[config.mk]
export PLATFORM = sky130hd
export DESIGN_NAME = rgb_pattern_gen
export DESIGN_NICKNAME = d
export VERILOG_FILES = /design/src/rtl/rgb_pattern_pkg.sv /design/src/rtl/video_timing_counter.sv /design/src/rtl/rgb_pattern_gen.sv
export SDC_FILE = /design/constraint.sdc
export NUM_CORES = 1
export LEC_CHECK = 0
export ABC_AREA = 1
export BUFFER_PORTS_ARGS = -buffer_cell sky130_fd_sc_hd__buf_4
export CORE_UTILIZATION = 60
export CTS_BUF_LIST = sky130_fd_sc_hd__clkbuf_8
export CTS_CLUSTER_SIZE = 10
export DETAILED_ROUTE_END_ITERATION = 16
export PLACE_DENSITY = 0.82
export SLEW_MARGIN = 15
export SYNTH_ARGS = -nofsm -noshare
export SYNTH_HDL_FRONTEND = slang
export SYNTH_SLANG_ARGS = --single-unit
[constraint.sdc]
create_clock -name clk_i -period 2.85 [get_ports clk_i]
set_input_delay 0.285 -clock clk_i [delete_from_list [all_inputs] [get_ports clk_i]]
set_output_delay 0.285 -clock clk_i [all_outputs]
set_load 0.005 [all_outputs]
[src/rtl/rgb_pattern_pkg.sv]
// rtl/rgb_pattern_pkg.sv - shared types and default VGA timing for the RGB pattern generator
package rgb_pattern_pkg;

  typedef enum logic [1:0] {
    PAT_BARS  = 2'd0,
    PAT_GRAD  = 2'd1,
    PAT_CHECK = 2'd2,
    PAT_SOLID = 2'd3
  } pattern_e;

  typedef enum logic {
    IDLE = 1'b0,
    RUN  = 1'b1
  } state_e;

  localparam int DEF_H_ACTIVE = 640;
  localparam int DEF_H_FP     = 16;
  localparam int DEF_H_SYNC   = 96;
  localparam int DEF_H_BP     = 48;
  localparam int DEF_V_ACTIVE = 480;
  localparam int DEF_V_FP     = 10;
  localparam int DEF_V_SYNC   = 2;
  localparam int DEF_V_BP     = 33;

endpackage

[src/rtl/video_timing_counter.sv]
// rtl/video_timing_counter.sv - raster position counters with registered sync/vde flags
module video_timing_counter #(
  parameter int H_ACTIVE = 640,
  parameter int H_FP     = 16,
  parameter int H_SYNC   = 96,
  parameter int H_BP     = 48,
  parameter int V_ACTIVE = 480,
  parameter int V_FP     = 10,
  parameter int V_SYNC   = 2,
  parameter int V_BP     = 33,
  localparam int H_TOTAL = H_ACTIVE + H_FP + H_SYNC + H_BP,
  localparam int V_TOTAL = V_ACTIVE + V_FP + V_SYNC + V_BP,
  localparam int HW      = $clog2(H_TOTAL),
  localparam int VW      = $clog2(V_TOTAL)
) (
  input  logic          clk_i,
  input  logic          rst_ni,
  input  logic          idle_i,
  input  logic          advance_i,
  output logic [HW-1:0] h_next_o,
  output logic [VW-1:0] v_next_o,
  output logic          vde_next_o,
  output logic          hsync_o,
  output logic          vsync_o,
  output logic          vde_o,
  output logic          frame_end_o
);

  logic [HW-1:0] h_q, h_d;
  logic [VW-1:0] v_q, v_d;
  logic          hsync_q, hsync_d;
  logic          vsync_q, vsync_d;
  logic          vde_q, vde_d;

  // next raster position; idle parks the counters at (0,0) with all flags low
  always_comb begin
    h_d = h_q;
    v_d = v_q;
    if (idle_i) begin
      h_d = '0;
      v_d = '0;
    end else if (advance_i) begin
      if (h_q == HW'(H_TOTAL - 1)) begin
        h_d = '0;
        v_d = (v_q == VW'(V_TOTAL - 1)) ? '0 : v_q + 1'b1;
      end else begin
        h_d = h_q + 1'b1;
      end
    end
    vde_d   = ~idle_i & (h_d < HW'(H_ACTIVE)) & (v_d < VW'(V_ACTIVE));
    hsync_d = ~idle_i & (h_d >= HW'(H_ACTIVE + H_FP)) & (h_d <= HW'(H_ACTIVE + H_FP + H_SYNC - 1));
    vsync_d = ~idle_i & (v_d >= VW'(V_ACTIVE + V_FP)) & (v_d <= VW'(V_ACTIVE + V_FP + V_SYNC - 1));
  end

  // position and flag registers
  always_ff @(posedge clk_i or negedge rst_ni) begin
    if (!rst_ni) begin
      h_q     <= '0;
      v_q     <= '0;
      hsync_q <= 1'b0;
      vsync_q <= 1'b0;
      vde_q   <= 1'b0;
    end else begin
      h_q     <= h_d;
      v_q     <= v_d;
      hsync_q <= hsync_d;
      vsync_q <= vsync_d;
      vde_q   <= vde_d;
    end
  end

  assign h_next_o    = h_d;
  assign v_next_o    = v_d;
  assign vde_next_o  = vde_d;
  assign hsync_o     = hsync_q;
  assign vsync_o     = vsync_q;
  assign vde_o       = vde_q;
  assign frame_end_o = (h_q == HW'(H_TOTAL - 1)) & (v_q == VW'(V_TOTAL - 1));

endmodule

[src/rtl/rgb_pattern_gen.sv]
// rtl/rgb_pattern_gen.sv - frame-based RGB test pattern source with valid/ready handshake
module rgb_pattern_gen
  import rgb_pattern_pkg::*;
#(
  parameter int H_ACTIVE = DEF_H_ACTIVE,
  parameter int H_FP     = DEF_H_FP,
  parameter int H_SYNC   = DEF_H_SYNC,
  parameter int H_BP     = DEF_H_BP,
  parameter int V_ACTIVE = DEF_V_ACTIVE,
  parameter int V_FP     = DEF_V_FP,
  parameter int V_SYNC   = DEF_V_SYNC,
  parameter int V_BP     = DEF_V_BP
) (
  input  logic        clk_i,
  input  logic        rst_ni,
  input  logic        enable_i,
  input  logic [1:0]  pattern_i,
  input  logic [23:0] color_i,
  output logic [7:0]  r_o,
  output logic [7:0]  g_o,
  output logic [7:0]  b_o,
  output logic        hsync_o,
  output logic        vsync_o,
  output logic        vde_o,
  output logic        valid_o,
  input  logic        ready_i,
  output logic        sof_o
);

  localparam int H_TOTAL = H_ACTIVE + H_FP + H_SYNC + H_BP;
  localparam int V_TOTAL = V_ACTIVE + V_FP + V_SYNC + V_BP;
  localparam int HW      = $clog2(H_TOTAL);
  localparam int VW      = $clog2(V_TOTAL);
  localparam int BAR_W   = H_ACTIVE / 8;
  localparam int PW      = (BAR_W > 1) ? $clog2(BAR_W) : 1;

  state_e        state_q, state_d;
  pattern_e      pat_q, pat_d;
  logic [23:0]   col_q, col_d;
  logic [2:0]    idx_q, idx_d;
  logic [PW-1:0] pix_q, pix_d;
  logic [23:0]   rgb_q, rgb_d;
  logic          sof_q, sof_d;
  logic          valid_q, valid_d;

  logic          idle, advance, frame_end, vde_next, chk;
  logic [HW-1:0] h_next;
  logic [VW-1:0] v_next;
  logic [7:0]    h8;

  video_timing_counter #(
    .H_ACTIVE(H_ACTIVE), .H_FP(H_FP), .H_SYNC(H_SYNC), .H_BP(H_BP),
    .V_ACTIVE(V_ACTIVE), .V_FP(V_FP), .V_SYNC(V_SYNC), .V_BP(V_BP)
  ) u_timing (
    .clk_i      (clk_i),
    .rst_ni     (rst_ni),
    .idle_i     (idle),
    .advance_i  (advance),
    .h_next_o   (h_next),
    .v_next_o   (v_next),
    .vde_next_o (vde_next),
    .hsync_o    (hsync_o),
    .vsync_o    (vsync_o),
    .vde_o      (vde_o),
    .frame_end_o(frame_end)
  );

  // frame FSM: start/stop only at frame boundaries, step the raster on each handshake
  always_comb begin
    state_d = state_q;
    pat_d   = pat_q;
    col_d   = col_q;
    idle    = 1'b0;
    advance = 1'b0;
    case (state_q)
      IDLE: begin
        if (enable_i) begin
          state_d = RUN;
          pat_d   = pattern_e'(pattern_i);
          col_d   = color_i;
        end else begin
          idle = 1'b1;
        end
      end
      RUN: begin
        if (valid_q & ready_i) begin
          if (!frame_end) begin
            advance = 1'b1;
          end else if (enable_i) begin
            advance = 1'b1;
            pat_d   = pattern_e'(pattern_i);
            col_d   = color_i;
          end else begin
            state_d = IDLE;
            idle    = 1'b1;
          end
        end
      end
      default: state_d = IDLE;
    endcase
  end

  // pixel for the upcoming beat, derived from the next raster position
  always_comb begin
    idx_d = idx_q;
    pix_d = pix_q;
    if (h_next == '0) begin
      idx_d = 3'd0;
      pix_d = '0;
    end else if (advance) begin
      if (pix_q == PW'(BAR_W - 1)) begin
        pix_d = '0;
        if (idx_q != 3'd7) idx_d = idx_q + 3'd1;
      end else begin
        pix_d = pix_q + 1'b1;
      end
    end
    h8  = 8'(h_next);
    chk = h8[5] ^ 1'(16'(v_next) >> 5);
    case (pat_d)
      PAT_BARS:  rgb_d = {{8{~idx_d[1]}}, {8{~idx_d[2]}}, {8{~idx_d[0]}}};
      PAT_GRAD:  rgb_d = {h8, h8, h8};
      PAT_CHECK: rgb_d = chk ? 24'h000000 : 24'hFFFFFF;
      PAT_SOLID: rgb_d = col_d;
      default:   rgb_d = 24'h000000;
    endcase
    if (!vde_next) rgb_d = 24'h000000;
    valid_d = (state_d == RUN);
    sof_d   = valid_d & (h_next == '0) & (v_next == '0);
  end

  // state, latches and registered beat outputs
  always_ff @(posedge clk_i or negedge rst_ni) begin
    if (!rst_ni) begin
      state_q <= IDLE;
      pat_q   <= PAT_BARS;
      col_q   <= 24'h000000;
      idx_q   <= 3'd0;
      pix_q   <= '0;
      rgb_q   <= 24'h000000;
      sof_q   <= 1'b0;
      valid_q <= 1'b0;
    end else begin
      state_q <= state_d;
      pat_q   <= pat_d;
      col_q   <= col_d;
      idx_q   <= idx_d;
      pix_q   <= pix_d;
      rgb_q   <= rgb_d;
      sof_q   <= sof_d;
      valid_q <= valid_d;
    end
  end

  assign r_o     = rgb_q[23:16];
  assign g_o     = rgb_q[15:8];
  assign b_o     = rgb_q[7:0];
  assign sof_o   = sof_q;
  assign valid_o = valid_q;

endmodule

After elaboration in Yosys (flattened, before gate mapping)
Cells that the tools add are included.

Output and inout bits: 29. Register bits after elaboration: 85. Input port bits: 30.

Reductions and logical operators: 4. Bitwise gates (word level): 16. Eq/ne operators: 7. $add $sub $neg: 4. $lt $le $gt $ge: 6. Muxes and demuxes: 35.

Operator list (count): $mux W24 (5); $pmux W24 S4 (1); $mux W10 (7); $pmux W24 S2 (1); $mux W7 (3); $add A10 B1 Y10 const B (2); $eq A10 B10 Y1 const B (2); $logic_not A10 Y1 (2); $mux W3 (4); $and A1 B1 Y1 (10); $ge A10 B10 Y1 const B (1); $ge A10 B9 Y1 const B (1); $le A10 B10 Y1 const B (1); $le A10 B9 Y1 const B (1); $lt A10 B10 Y1 const B (1); $lt A10 B9 Y1 const B (1); $mux W1 (8); $add A7 B1 Y7 const B (1); $eq A7 B7 Y1 const B (1); $mux W2 (3); $not A1 Y1 (5); $eq A2 B2 Y1 const B (2); $pmux W1 S2 (2); $pmux W2 S2 (1); other kinds (6) (6).

Depth between registers and ports, before layout
Depth after elaboration: 12. Depth in mapped cells: 19.

By module
From an unflattened synthesis, not the netlist that was laid out.

Cell total of the unflattened synthesis: 583. Area total of the unflattened synthesis: 4450.5 um2.

Modules (own cells, without submodules): rgb_pattern_gen (cells an instance 355, instances 1, area each 2842.7 um2); video_timing_counter (cells an instance 228, instances 1, area each 1607.8 um2).

Worst setup path after synthesis
No wires, ideal clock.

Kind: register to register. From: register u_timing.h_q[0]. To: register rgb_q[16]. Period minus slack after synthesis: 2.215 ns. Buffers on the path: 2. Cell stages (with the launch flop): 19. Path slack: 0.635 ns. Data arrival time: 2.101 ns. Required time: 2.736 ns. Path through: dfrtp_1 -> ha_1 -> nand2_2 -> nor2_4 -> nand2_4 -> nor2_8 -> nand3_4 -> nand2_4 -> inv_2 -> buf_6 -> nand2_1 -> nand2_1 -> nor2_1 -> nand3_2 -> nand2_4 -> buf_6 -> nor2_1 -> nand2_1 -> inv_1.

Longest elaborated chain between the ends: 12. Elaborated cells on any way between the ends: 38. Those cells by class: add/sub (1); order compare (2); eq/ne (4); mux (23); bitwise (6); reduce/logical (2).

Ends and longest elaborated chain: start, declared (RTL line video_timing_counter.sv:29) `logic [HW-1:0] h_q, h_d;`; start signal, assigned (RTL line video_timing_counter.sv:58) `h_q <= '0;`; start signal, assigned (RTL line video_timing_counter.sv:64) `h_q <= h_d;`; branches (longest 11 deep; another with $add A10 B1 Y10); $mux W24 * (RTL line rgb_pattern_gen.sv:127) `if (!vde_next) rgb_d = 24'h000000;`; net rgb_d[16] (RTL line rgb_pattern_gen.sv:42) `logic [23:0] rgb_q, rgb_d;`; end signal, assigned (RTL line rgb_pattern_gen.sv:149) `rgb_q <= rgb_d;`; end, declared (RTL line rgb_pattern_gen.sv:42).

Mark *: on every way through the listed nets, which the timed path passes. A chain may end at the register's enable or synchronous reset.

Final worst setup path
From: register u_timing.h_q[0]. To: register rgb_q[22].

Elaborated cells on any way between the ends: 38. Those cells by class: add/sub (1); order compare (2); eq/ne (4); mux (23); bitwise (6); reduce/logical (2).

RTL lines: $eq A10 B10 Y1 * (RTL line video_timing_counter.sv:43, video_timing_counter.sv:78); $and A1 B1 Y1 (RTL line video_timing_counter.sv:78) `assign frame_end_o = (h_q == HW'(H_TOTAL - 1)) & (v_q == VW'(V_TOTAL - 1));`; $mux W1 (RTL line rgb_pattern_gen.sv:87) `if (!frame_end) begin`; $mux W1 (RTL line rgb_pattern_gen.sv:86) `if (valid_q & ready_i) begin`; $mux W1 (RTL line rgb_pattern_gen.sv:75) `case (state_q)`; $mux W10 (RTL line video_timing_counter.sv:42) `end else if (advance_i) begin`; $mux W10 * (RTL line video_timing_counter.sv:39) `if (idle_i) begin`; net u_timing.v_next_o[5] (RTL line video_timing_counter.sv:21) `output logic [VW-1:0] v_next_o,`; $lt A10 B9 Y1 * (RTL line video_timing_counter.sv:50) `vde_d = ~idle_i & (h_d < HW'(H_ACTIVE)) & (v_d < VW'(V_ACTIVE));`; $and A1 B1 Y1 * (RTL line video_timing_counter.sv:50); net u_timing.vde_next_o (RTL line video_timing_counter.sv:22) `output logic vde_next_o,`; $mux W24 * (RTL line rgb_pattern_gen.sv:127); net rgb_d[22] (RTL line rgb_pattern_gen.sv:42).

Mark *: on every way through the listed nets, which the timed path passes. The rest lies on a longest branch.

==> flow_summary.yaml <==
run_status:
  status: "finished, violations left"
  violations_in_the_final_reports: "hold timing"
worst_setup_path:
  worst-path-max-fanout: 19
  cp_slowest_stage_delay_ps: 410
  critical_path_class: "reg -> reg"
  timing.critical_path.required_ps: 3100
  reg2reg_depth: 16
  worstPathBufferInverterCount: 2
  worst-r2r-setup-slack_ps: 190
  crit-reg2reg-capture: "rgb_q[22]"
  cp_cell_sequence: "ha_1, nand2_2, nor2_4, nand2_4, nor2_8, nand3_4, nand2_4, inv_2, nand2_1, nand2_2, nor2_2, nand3_2, nand2_8, inv_2, nand2_1, nor2_1"
  timing.critical_path.max_delay_family: "simple AND/OR/NAND/NOR gates"
  worstReg2RegStart: "u_timing.h_q[0]"
  critPathArrivalTime_ps: 2910
  timing.critical_path.slowest_stage_cell: "sky130_fd_sc_hd__dfrtp_1"
  critical_path.startpoint_type: "register"
  worst_setup_path_end_kind: "register"
floorplan:
  number_of_top_level_design_ports: 59
  fp.dieH_um: 92.9
  fp.coreArea_um2: 7850
  start_util_pct: 63.1
  placementRows: 32
  die_span_in_x_um: 92.9
  floorplan.die_area_um2: 8620
clocking:
  worst_skew_pair_latency_ps: 360
  max-clock-path-buffers: 2
  h-tree-depth: 3
  tritoncts.num_buffers: 9
  tritoncts: "yes"
  numClockSinks: 85
  clk_pin_slew_worst_paths_ps: 90
  cts-hold-fix-buffers: 0
  clockRootBuffer: "sky130_fd_sc_hd__clkbuf_8"
power:
  ir_drop_mv: 0.355
  fin_total_pwr_mw: 3.69
  power.density_nw_per_um2: 641
  p_leak_nw: 3.36
drt:
  num_vias: 4552
  route.antenna.remaining_nets: 0
  drt-total-wl_mm: 12.0
  detail_route.iter0.violations: 356
  viasPerCell: 5.29
  drc: 0
  firstDrtPassIters: 5
  route.detailed.wl_per_inst_um: 14.0
synthesis:
  synth.yosys.warnings: 0
  cell_with_the_most_instances_after_synthesis: "sky130_fd_sc_hd__nand2_1"
  syn_area_per_cell_um2: 7.19
  synthFlopType: "sky130_fd_sc_hd__dfrtp_1"
  post-synth-top-area-fraction_pct: 43.0
  synth_largest_area_cell: "sky130_fd_sc_hd__dfrtp_1"
  synth.mux.area_fraction_pct: 0
  synth.top_cells.by_area: "sky130_fd_sc_hd__dfrtp_1, sky130_fd_sc_hd__nand2_1, sky130_fd_sc_hd__nand3_1, sky130_fd_sc_hd__nor2_1, sky130_fd_sc_hd__inv_1"
  post_synth_instance_area_um2: 4950
  synth.cells.most_frequent: "sky130_fd_sc_hd__nand2_1, sky130_fd_sc_hd__nor2_1, sky130_fd_sc_hd__inv_1"
  ys_seq_elements: 85
  synth_cells: 689
  adder_cell_share_of_the_synthesized_area_pct: 1.26
  simple_gate_area_share_of_the_yosys_netlist_pct: 39.5
  yosys.cell_types.count: 35
  main_combinational_cell_family_by_area_after_synthesis: "simple AND/OR/NAND/NOR gates"
  synth-edff-count: 0
  synth.yosys.seq_area_share_pct: 43.0
  asyncSetResetFlopFracSynth_pct: 100
  synth_nets: 724
  post_synth_xor_area_fraction_pct: 1.77
  synth_compound_gate_area_share_pct: 3.44
global_routing:
  grt_start_max_net_pins: 86
  number_of_global_route_vias_before_repair: 4379
  global_route.usage.met1_pct: 36.7
  globalRoute.totalOverflow: 0
  met2_usage_pct: 50.1
  grt_use_met3_pct: 5.67
  antenna_violations_before_repair: 0
  grt_first_pass_wirelength_mm: 19.7
  grt_util_all_layers_pct: 29.5
  grt_most_used_layer: "met2"
timing:
  hold_violations: 40
  maxClockFrequency_mhz: 376
  layout_min_cycle_time_ps: 2660
  finalClockSkew_ps: 8.60
  slew_headroom_pct: 48.5
  hold_ws_ps: -55.6
  timing_max_transition_violations_final: 0
  timing.setup.tns_ps: 0
  setup_viol_count_final: 0
  slew_at_the_pin_closest_to_its_max_slew_limit_ps: 773
  layout_worst_path_cycle_share_pct: 93.4
hold_path:
  hold_path_class: "in -> async"
place:
  numPortBuffers: 58
  gpl.final_weighted_congestion: 0.899
  place_inst: 838
  place_hpwl_mm: 8.47
layout:
  insertedDiodeCount: 0
  final_nets: 789
  fill_cell_total_of_the_finished_layout: 617
  post_layout_nonfiller_instances: 861
  area_growth_pct: 16.4
  share_of_cells_above_drive_strength_1_pct: 18.7
run:
  cap_violations: 0
[cells in the final DEF (no fill, tap or decap), types with 2 or more instances in the layout]
| cell type | synthesis | routed |
|---|---|---|
| sky130_fd_sc_hd__nand2_4 | 6 | 7 |
| sky130_fd_sc_hd__o21ai_0 | 12 | 12 |
| sky130_fd_sc_hd__clkbuf_8 | 0 | 9 |
| sky130_fd_sc_hd__nor3_1 | 3 | 3 |
| sky130_fd_sc_hd__nand3_2 | 5 | 7 |
| sky130_fd_sc_hd__nand3_4 | 1 | 2 |
| sky130_fd_sc_hd__o21a_1 | 2 | 2 |
| sky130_fd_sc_hd__o211ai_1 | 3 | 3 |
| sky130_fd_sc_hd__nor2_2 | 4 | 3 |
| sky130_fd_sc_hd__inv_8 | 0 | 2 |
| sky130_fd_sc_hd__nand2_1 | 225 | 225 |
| sky130_fd_sc_hd__nand2_2 | 9 | 7 |
| sky130_fd_sc_hd__nor2_1 | 91 | 90 |
| sky130_fd_sc_hd__inv_2 | 13 | 13 |
| sky130_fd_sc_hd__dfrtp_1 | 85 | 85 |
| sky130_fd_sc_hd__o21ai_1 | 2 | 2 |
| sky130_fd_sc_hd__a21oi_1 | 5 | 5 |
| sky130_fd_sc_hd__buf_4 | 6 | 74 |
| sky130_fd_sc_hd__xor2_1 | 9 | 9 |
| sky130_fd_sc_hd__nand3_1 | 71 | 68 |
| sky130_fd_sc_hd__nor2_4 | 2 | 5 |
| sky130_fd_sc_hd__nor2_8 | 2 | 2 |
| sky130_fd_sc_hd__nand3b_1 | 4 | 4 |
| sky130_fd_sc_hd__nand4_1 | 10 | 10 |
| sky130_fd_sc_hd__inv_1 | 90 | 90 |
| sky130_fd_sc_hd__ha_1 | 5 | 5 |
[state kept, by name (all words and copies together), names as in the netlist]
name / flops
col_q: 24
rgb_q: 24
u_timing.h_q: 10
u_timing.v_q: 10
pix_q: 7
idx_q: 3
pat_q: 2
sof_o: 1
u_timing.hsync_o: 1
u_timing.vde_o: 1
u_timing.vsync_o: 1
valid_o: 1
[worst max path at each step]
stage               startpoint   endpoint  slack, ps  depth (start not counted)
6_report       u_timing.h_q[0]  rgb_q[22]        190                         16
4_1_cts        u_timing.v_q[0]  rgb_q[16]         60                         15
3_3_place_gp   u_timing.h_q[0]  rgb_q[17]        160                         16
3_5_place_dp   u_timing.v_q[0]  rgb_q[16]         60                         15
5_1_grt        u_timing.h_q[0]  rgb_q[17]        -20                         16
2_1_floorplan  u_timing.h_q[0]  rgb_q[16]        630                         18
[routing by layer]
metal	wire [um]	vias up
met5	0	-
met2	5960	170
met4	321	0
li1	-	2247
met3	759	24
met1	5000	2111
[metrics by stage]
stage / setup slack (ps) / cell area, um2 / util, %
floorplan: 635 / 4950 / -
global placement: 157 / 5440 / 69.3
detailed placement: 63.7 / 5440 / 69.3
CTS: 57.0 / 5640 / 71.9
global route: -20.9 / 5760 / 73.4
finish: 187 / 5760 / 73.4
[final cells by class]
cell class              instances  area (um2)  area share [%]
inverters                     103         387            6.71
well taps                     102         128            2.21
flip-flops and latches         85        2130            36.9
clock buffers                   9         124            2.15
repair buffers                 75         567            9.83
multi-input cells             480        2350            40.8
clock inverters                 7        82.6            1.43
[kinds of logic (layout without fill, tap and decap cells)]
logic type	Yosys count	after routing
flip-flops	85	85
buffers and inverters	125	194
AND/OR/NAND/NOR	436	437
adder cells (fa/ha/maj)	5	5
XOR/XNOR	10	10
AO/OA/AOI/OAI	28	28
[worst register-to-register path, delay by kind of cell (launching register included)]
kind	cells	cell delay [ps]
adder cells (fa/ha/maj)	1	210
buffers and inverters	2	230
flip-flops	1	410
AND/OR/NAND/NOR	13	1700
[power by group]
| group | internal (mW) | switching, mW | total, mW |
|---|---|---|---|
| clock network | 0.420 | 0.484 | 0.905 |
| logic | 0.452 | 0.773 | 1.23 |
| registers | 1.41 | 0.150 | 1.56 |
| total | 2.29 | 1.41 | 3.69 |
[timing repair]
action	4_1_cts	5_1_grt
gates resized for setup	0	11
hold endpoints to repair	0	0
setup endpoints to repair	0	31
buffers inserted	0	6
Power figures use the tool's default switching activity.
